File: src/rtl/dac_seq_pkg.sv
// Shared constants, entry layout and width helper for the DAC sample sequencer.
package dac_seq_pkg;

  localparam int DATA_W_DEF     = 10;
  localparam int NUM_CH_DEF     = 2;
  localparam int FIFO_DEPTH_DEF = 8;

  // Channel-index width that never collapses to zero bits for a single channel.
  function automatic int clog2_min1(input int n);
    return (n <= 2) ? 1 : $clog2(n);
  endfunction

  localparam int CH_W_DEF = clog2_min1(NUM_CH_DEF);

  typedef struct packed {
    logic [CH_W_DEF-1:0]   ch;
    logic [DATA_W_DEF-1:0] data;
  } dac_entry_t;

endpackage

File: src/rtl/seq_sync_fifo.sv
// Single-clock FIFO with wrap-bit pointers and a registered occupancy count.
module seq_sync_fifo #(
  parameter int WIDTH = 12,
  parameter int DEPTH = 8
) (
  input  logic                     clk,
  input  logic                     rst,
  input  logic                     push,
  input  logic                     pop,
  input  logic [WIDTH-1:0]         wdata,
  output logic [WIDTH-1:0]         rdata,
  output logic                     full,
  output logic                     empty,
  output logic [$clog2(DEPTH):0]   fill
);

  localparam int ADDR_W = $clog2(DEPTH);
  localparam logic [ADDR_W:0] PTR_ONE = 1;

  logic [WIDTH-1:0]  mem [DEPTH];
  logic [ADDR_W:0]   wr_ptr;
  logic [ADDR_W:0]   rd_ptr;
  logic              do_push;
  logic              do_pop;

  // Equal addresses: same lap means empty, lap bits differing means full.
  assign empty   = (wr_ptr == rd_ptr);
  assign full    = (wr_ptr[ADDR_W] != rd_ptr[ADDR_W]) &&
                   (wr_ptr[ADDR_W-1:0] == rd_ptr[ADDR_W-1:0]);
  assign do_push = push && !full;
  assign do_pop  = pop && !empty;
  assign rdata   = mem[rd_ptr[ADDR_W-1:0]];

  always_ff @(posedge clk or posedge rst) begin
    if (rst) begin
      wr_ptr <= '0;
      rd_ptr <= '0;
      fill   <= '0;
    end else begin
      if (do_push) wr_ptr <= wr_ptr + PTR_ONE;
      if (do_pop)  rd_ptr <= rd_ptr + PTR_ONE;
      case ({do_push, do_pop})
        2'b10:   fill <= fill + PTR_ONE;
        2'b01:   fill <= fill - PTR_ONE;
        default: fill <= fill;
      endcase
    end
  end

  always_ff @(posedge clk) begin
    if (do_push) mem[wr_ptr[ADDR_W-1:0]] <= wdata;
  end

endmodule

File: src/rtl/dac_sample_sequencer.sv
// Buffers {channel, code} words from the core and releases one per rate tick
// into per-channel DAC code registers, with a one-cycle update pulse per load.
module dac_sample_sequencer
  import dac_seq_pkg::*;
#(
  parameter int DATA_W     = DATA_W_DEF,
  parameter int NUM_CH     = NUM_CH_DEF,
  parameter int CH_W       = clog2_min1(NUM_CH),
  parameter int FIFO_DEPTH = FIFO_DEPTH_DEF,
  parameter int DIV_W      = 16
) (
  input  logic                       CLK,
  input  logic                       reset,
  input  logic [DATA_W-1:0]          in_data,
  input  logic [CH_W-1:0]            in_ch,
  input  logic                       in_valid,
  output logic                       in_ready,
  input  logic                       en,
  input  logic [DIV_W-1:0]           div,
  input  logic                       clr_underflow,
  output logic [NUM_CH*DATA_W-1:0]   dac_out,
  output logic [NUM_CH-1:0]          dac_update,
  output logic [$clog2(FIFO_DEPTH):0] fill,
  output logic                       underflow
);

  localparam int FILL_W  = $clog2(FIFO_DEPTH) + 1;
  localparam int ENTRY_W = CH_W + DATA_W;
  localparam logic [FILL_W-1:0] FULL_FILL = FILL_W'(FIFO_DEPTH);
  localparam logic [DIV_W-1:0]  CNT_ONE   = 1;

  logic [DIV_W-1:0]   count;
  logic               tick;
  logic               push;
  logic               pop;
  logic               fifo_full;
  logic               fifo_empty;
  logic [ENTRY_W-1:0] wdata;
  logic [ENTRY_W-1:0] rdata;
  logic [CH_W-1:0]    pop_ch;
  logic [DATA_W-1:0]  pop_data;
  logic               ch_ok;

  // Handshake: a word transfers on a cycle where in_valid && in_ready. in_ready
  // comes only from registered fill, so it never reacts to in_valid or a pop
  // in the same cycle.
  assign in_ready = (fill != FULL_FILL);
  assign push     = in_valid && in_ready && !fifo_full;
  assign wdata    = {in_ch, in_data};

  assign tick     = en && (count >= div);
  assign pop      = tick && !fifo_empty;
  assign pop_ch   = rdata[ENTRY_W-1 -: CH_W];
  assign pop_data = rdata[DATA_W-1:0];
  assign ch_ok    = (int'(pop_ch) < NUM_CH);

  seq_sync_fifo #(
    .WIDTH (ENTRY_W),
    .DEPTH (FIFO_DEPTH)
  ) u_fifo (
    .clk   (CLK),
    .rst   (reset),
    .push  (push),
    .pop   (pop),
    .wdata (wdata),
    .rdata (rdata),
    .full  (fifo_full),
    .empty (fifo_empty),
    .fill  (fill)
  );

  // Rate divider: the >= compare lets a lowered div take effect mid-count.
  always_ff @(posedge CLK or posedge reset) begin
    if (reset) begin
      count <= '0;
    end else if (!en || tick) begin
      count <= '0;
    end else begin
      count <= count + CNT_ONE;
    end
  end

  always_ff @(posedge CLK or posedge reset) begin
    if (reset) begin
      dac_out    <= '0;
      dac_update <= '0;
    end else begin
      dac_update <= '0;
      if (pop && ch_ok) begin
        for (int k = 0; k < NUM_CH; k++) begin
          if (int'(pop_ch) == k) begin
            dac_out[k*DATA_W +: DATA_W] <= pop_data;
            dac_update[k]               <= 1'b1;
          end
        end
      end
    end
  end

  // A tick that finds nothing to send beats a simultaneous clear.
  always_ff @(posedge CLK or posedge reset) begin
    if (reset) begin
      underflow <= 1'b0;
    end else if (tick && fifo_empty) begin
      underflow <= 1'b1;
    end else if (clr_underflow) begin
      underflow <= 1'b0;
    end
  end

endmodule

File: config.mk
export PLATFORM = sky130hd
export DESIGN_NAME = dac_sample_sequencer
export DESIGN_NICKNAME = d
export VERILOG_FILES = /design/src/rtl/dac_seq_pkg.sv /design/src/rtl/seq_sync_fifo.sv /design/src/rtl/dac_sample_sequencer.sv
export SDC_FILE = /design/constraint.sdc
export NUM_CORES = 1
export LEC_CHECK = 0
export CORE_MARGIN = 2
export CORE_UTILIZATION = 30
export CTS_CLUSTER_DIAMETER = 100
export CTS_CLUSTER_SIZE = 8
export DETAILED_ROUTE_END_ITERATION = 12
export MAX_ROUTING_LAYER = met4
export SYNTH_ARGS = -nofsm -noshare
export SYNTH_HDL_FRONTEND = slang
export SYNTH_SLANG_ARGS = --single-unit
File: constraint.sdc
create_clock -name CLK -period 7.1 [get_ports CLK]
set_input_delay 2.13 -clock CLK [delete_from_list [all_inputs] [get_ports CLK]]
set_output_delay 2.13 -clock CLK [all_outputs]
set_load 0.01 [all_outputs]
==> flow_metrics.tcl, run 1 <==
set metrics [dict create \
    place_ws_ns 1.53 \
    slew_violations 0 \
    portBuffers 59 \
    antenna_found_initial 3 \
    synthMuxAreaShare_pct 15.4 \
    ioPinCount 60 \
    core.rowCount 52 \
    synthXorXnorAreaFrac_pct 4.02 \
    cts_setup_buffers 0 \
    syn2layout_area_growth_pct 25.0 \
    worstMarginPinSlew_ns 1.09 \
    timing.fmax_mhz 196 \
    first_iter_violations 177 \
    overflow 0 \
    p_leak_nw 2.93 \
    ys_ff_latch 139 \
    grt_max_degree 52 \
    path_clk_slew_ns 0.06 \
    drive_above_1_share_pct 20.9 \
    status "completed" \
    grt_setup_unrepaired "false" \
    hold_viol_final 0 \
    grt_pass1_vias 3478 \
    cpMostUsedCell "ha_1" \
    synth_commonest_cells "edfxtp_1, dfrtp_1, inv_1, ha_1, mux4_2" \
    r2r_cells 14 \
    cp_slowest_cell "clkdlybuf4s50_1" \
    syn_area_mm2 0.00611 \
    yosysTopAreaCell "edfxtp_1" \
    finalInstanceArea_mm2 0.00763 \
    async_reset_ff_share_pct 36.7 \
    ant_nets 0 \
    yosysSeqAreaShare_pct 64.2 \
    clockBufferDepth 2 \
    htree_levels 4 \
    cts_tree "yes" \
    clk_latency_ns 0.42 \
    setup_viol 0 \
    relSlewSlack_pct 27.2 \
    critPathKind "input port to flop" \
    die_area_mm2 0.0215 \
    hold_depth 1 \
    fin_nets 510 \
    synth_fa_ha_area_share_pct 4.84 \
    skew_ns 0.00896 \
    numCtsBuffers 17 \
    synth.area.top_cells "edfxtp_1, dfrtp_1, mux4_2" \
    power_density_mw_per_mm2 291 \
    place_congestion 0.729 \
    placed_area_mm2 0.00704 \
    synth_edf_count 88 \
    finalCritPeriodShare_pct 72.0 \
    yosysTopAreaCellShare_pct 43.3 \
    critPathMaxStageDelay_ns 0.45 \
    finalWirelength_um 12000 \
    drc 0 \
    cp.required_ns 7.40 \
    whs_ns 0.488 \
    setup-tns-final_ns 0 \
    initial_utilization_pct 30.4 \
    route.vias.total 3358 \
    avgSynthCellArea_um2 16.1 \
    synthSimpleGateAreaFrac_pct 5.86 \
    grt.total_usage_pct 12.4 \
    viasPerCell 4.53 \
    hold_buffers 0 \
    grt_pass1_wl_um 19400 \
    cts_resized 0 \
    fin_ws_ns 1.99 \
    syn_nets 434 \
    drt_first_pass_iters 4 \
    syn_inst 379 \
    cp-end-kind "flop" \
    crit_chain "clkdlybuf4s50_1 > inv_1 > ha_1 > nor2b_1 > o211a_1 > a211oi_1 > o31ai_1 > o21ai_0 > inv_1 > ha_1 > ha_1 > a21o_1 > a21oi_1 > xnor2_1 > nor2_1 > xor2_1" \
    root_buffer "clkbuf_16" \
    synthDistinctLibCells 40 \
    ys_warn_count 0 \
    core_mm2 0.0201 \
    die_w_um 147 \
    synth_most_common_cell "edfxtp_1" \
    period_needed_ns 5.11 \
    ys.flop_type "edfxtp_1" \
    startpoint_type "input port" \
    critPathArrivalTime_ns 5.41 \
    cp_max_fo 3 \
    vdd_ir_drop_max_mv 0.131 \
    synth_compound_area_share_pct 2.83 \
    clock_sinks 139 \
    drv_cap 0 \
    hold_class "flop to flop" \
    dp_hpwl_um 7910 \
    route.detailed.wl_per_inst_um 16.2 \
    die_h_um 147 \
    synth_top_family_by_area "multiplexers" \
]
[final cells by class]
type                            instances  area (µm²)
Antenna cell                            3        7.51
Clock buffer                           20         437
Clock inverter                         12         146
Fill cell                            1850       12500
Inverter                               24        90.1
Multi-Input combinational cell        203        2020
Sequential cell                       139        3920
Tap cell                              270         338
Timing Repair Buffer                   70         673
[cells by family after synthesis]
| family | Yosys count |
|---|---|
| AND/OR/NAND/NOR | 72 |
| multiplexers | 55 |
| buffers and inverters | 37 |
| adder cells (fa/ha/maj) | 23 |
| flip-flops | 139 |
| AO/OA/AOI/OAI | 25 |
| XOR/XNOR | 28 |
[worst paths after layout]
kind / startpoint / to / slack [ns]
worst max-delay path: div[1] / u_fifo.fill[3]$_DFFE_PP0P_ / 1.99
worst min-delay path: u_fifo.wr_ptr[3]$_DFFE_PP0P_ / u_fifo.wr_ptr[3]$_DFFE_PP0P_ / 0.49
worst max register to register: count[1]$_DFF_PP0_ / u_fifo.fill[3]$_DFFE_PP0P_ / 3.75
worst min register to register: u_fifo.wr_ptr[3]$_DFFE_PP0P_ / u_fifo.wr_ptr[3]$_DFFE_PP0P_ / 0.49
max in group asynchronous: reset / u_fifo.wr_ptr[1]$_DFFE_PP0P_ / 4.10
min in group asynchronous: reset / dac_out[5]$_DFFE_PP0P_ / 2.31
[per-layer routing]
layer | vias to the layer above | part of all wire (%) | global-route usage, %
met5 | - | 0 | -
met4 | 0 | 1.7 | 4.66
met3 | 16 | 6.1 | 4.28
met2 | 67 | 48 | 19.0
met1 | 1710 | 45 | 15.1
li1 | 1565 | - | -
[power by group]
part	total [mW]	internal (mW)	leakage, nW	switching (mW)
clock	0.873	0.549	0.273	0.324
combinational	0.318	0.154	1.17	0.164
sequential	1.03	0.972	1.49	0.0554
total	2.22	1.67	2.93	0.544
[metrics by stage]
stage	cells	total power, mW	utilization (%)
floorplan	379	1.23	-
global placement	706	1.35	35.0
detailed placement	706	1.37	35.0
CTS	738	2.25	37.9
global route	741	2.32	38.0
finish	741	2.22	38.0
[layout by cell type (no fill, tap or decap), drive strengths merged, types with 2 or more instances in the layout]
cell type       n
a211oi          3
a21oi           8
and2            2
and3            5
and4            3
buf            11
bufinv          3
clkbuf         20
clkdlybuf4s50  59
clkinv          5
clkinvlp        3
dfrtp          51
diode           3
edfxtp         88
ha             22
inv            25
mux2           33
mux4           22
nand2          18
nand3           9
nand4           2
nor2           21
nor2b           3
nor3            2
nor3b           4
o21ai           6
xnor2          11
xor2           17
[state kept, by name, indices dropped and copies added, names as in the netlist]
signal / cells
u_fifo.mem: 88
dac_out: 20
u_fifo.fill: 4
dac_update: 2
u_fifo.wr_ptr: 4
u_fifo.rd_ptr: 4
count: 16
underflow: 1
[worst max-delay path, delay by kind of cell]
family | cells | cell delay, ns
AND/OR/NAND/NOR | 2 | 0.20
XOR/XNOR | 2 | 0.27
buffers and inverters | 3 | 0.58
adder cells (fa/ha/maj) | 3 | 0.81
AO/OA/AOI/OAI | 6 | 1.41
(Power assumes the default switching activity.)
==> run 2: changes to the inputs <==
==> constraint.sdc (replaced) <==
create_clock -name CLK -period 4.68 [get_ports CLK]
set_input_delay 1.404 -clock CLK [delete_from_list [all_inputs] [get_ports CLK]]
set_output_delay 1.404 -clock CLK [all_outputs]
set_load 0.01 [all_outputs]
==> flow_metrics.tcl, run 2 (synthesis gave the netlist of run 1 again) <==
set metrics [dict create \
    dp_hpwl_um 8030 \
    drt_first_pass_iters 4 \
    clk_latency_ns 0.42 \
    power_density_mw_per_mm2 447 \
    htree_levels 4 \
    layout_commonest_cell "edfxtp_1" \
    vdd_ir_drop_max_mv 0.255 \
    route.vias.total 3297 \
    core_mm2 0.0201 \
    finalWirelength_um 11800 \
    period_needed_ns 4.20 \
    core.rowCount 52 \
    clockBufferDepth 2 \
    dp.cells 711 \
    hold_class "flop to flop" \
    n_fill_cell 1841 \
    grt_max_degree 52 \
    place_congestion 0.728 \
    skew_ns 0.00817 \
    cts_setup_buffers 0 \
    p_leak_nw 2.98 \
    setup_viol 0 \
    critPathArrivalTime_ns 4.51 \
    fin_cells 745 \
    relSlewSlack_pct 28.3 \
    hold_buffers 0 \
    die_h_um 147 \
    cts_resized 0 \
    startpoint_type "input port" \
    syn2layout_area_growth_pct 26.0 \
    initial_utilization_pct 30.4 \
    critPathKind "input port to flop" \
    final_cell_mix "edfxtp_1, clkdlybuf4s50_1, dfrtp_1" \
    die_area_mm2 0.0215 \
    drive_above_1_share_pct 22.2 \
    place_ws_ns -0.00427 \
    fin_nets 515 \
    grt_pass1_wl_um 19100 \
    largest_register_ffs 88 \
    finalInstanceArea_mm2 0.00769 \
    numCtsBuffers 17 \
    drv_cap 0 \
    root_buffer "clkbuf_16" \
    cp_max_fo 3 \
    drc 0 \
    route.detailed.wl_per_inst_um 15.8 \
    fin_ws_ns 0.481 \
    overflow 0 \
    finalPower_mw 3.44 \
    portBuffers 59 \
    grt_pass1_vias 3530 \
    die_w_um 147 \
    clock_sinks 139 \
    hold_viol_final 0 \
    placed_area_mm2 0.00707 \
    status "completed" \
    cp.required_ns 4.99 \
    viasPerCell 4.43 \
    slew_violations 0 \
    antenna_found_initial 2 \
    ant_nets 0 \
    grt.total_usage_pct 12.2 \
    ioPinCount 60 \
    first_iter_violations 239 \
    cts_tree "yes" \
    cp-end-kind "flop" \
    timing.fmax_mhz 238 \
    finalCritPeriodShare_pct 89.7 \
    path_clk_slew_ns 0.06 \
    worstMarginPinSlew_ns 1.07 \
    grt_setup_unrepaired "false" \
]
## run 2: final cells by class
cell class	instances	area [µm²]	share of cell area, %
Sequential cell	139	3920	50.9
Clock buffer	17	425	5.53
Inverter	24	90.1	1.17
Timing Repair Buffer	75	711	9.24
Clock inverter	15	195	2.54
Multi-Input combinational cell	203	2010	26.1
Antenna cell	2	5.00	0.0651
Tap cell	270	338	4.39
## run 2: metrics by stage
stage,setup TNS (ns),utilization (%),hold slack [ns]
2_1_floorplan,0,-,0.460
3_3_place_gp,0,35.2,0.479
3_5_place_dp,-0.00427,35.2,0.480
4_1_cts,0,38.2,0.492
5_1_grt,0,38.3,0.507
6_report,0,38.3,0.493
## run 2: worst max-delay path, cell delays in order
cell	delay, ns
clkdlybuf4s50_1	0.45
inv_1	0.04
ha_1	0.30
nor2b_1	0.14
o211a_1	0.20
a211oi_1	0.32
o31ai_1	0.16
o21ai_0	0.23
inv_1	0.07
ha_1	0.23
ha_1	0.28
a21o_1	0.18
a21oi_1	0.17
xnor2_1	0.14
nor2_1	0.07
xor2_1	0.14
## run 2: path summary, 6_finish.rpt
check / cells after the start / slack (ns) / start / end
min in group asynchronous: 2 / 1.58 / reset / dac_out[13]$_DFFE_PP0P_
max reg2reg: 14 / 1.51 / count[1]$_DFF_PP0_ / u_fifo.fill[3]$_DFFE_PP0P_
min reg2reg: 1 / 0.49 / u_fifo.wr_ptr[3]$_DFFE_PP0P_ / u_fifo.wr_ptr[3]$_DFFE_PP0P_
min: 1 / 0.49 / u_fifo.wr_ptr[3]$_DFFE_PP0P_ / u_fifo.wr_ptr[3]$_DFFE_PP0P_
max: 16 / 0.48 / div[1] / u_fifo.fill[3]$_DFFE_PP0P_
max in group asynchronous: 2 / 2.43 / reset / u_fifo.wr_ptr[1]$_DFFE_PP0P_
## run 2: where the power goes
group | total, mW | internal [mW] | leakage [nW] | switching (mW)
clock | 1.40 | 0.891 | 0.300 | 0.507
sequential | 1.56 | 1.47 | 1.49 | 0.0834
combinational | 0.483 | 0.237 | 1.19 | 0.246
## run 2: layer usage
| layer | global-route usage, % | vias up | part of all wire [%] |
|---|---|---|---|
| met5 | - | - | 0 |
| met4 | 4.08 | 0 | 1.4 |
| met3 | 4.69 | 14 | 5.0 |
| met2 | 19.3 | 56 | 48 |
| met1 | 14.4 | 1657 | 46 |
| li1 | - | 1570 | - |
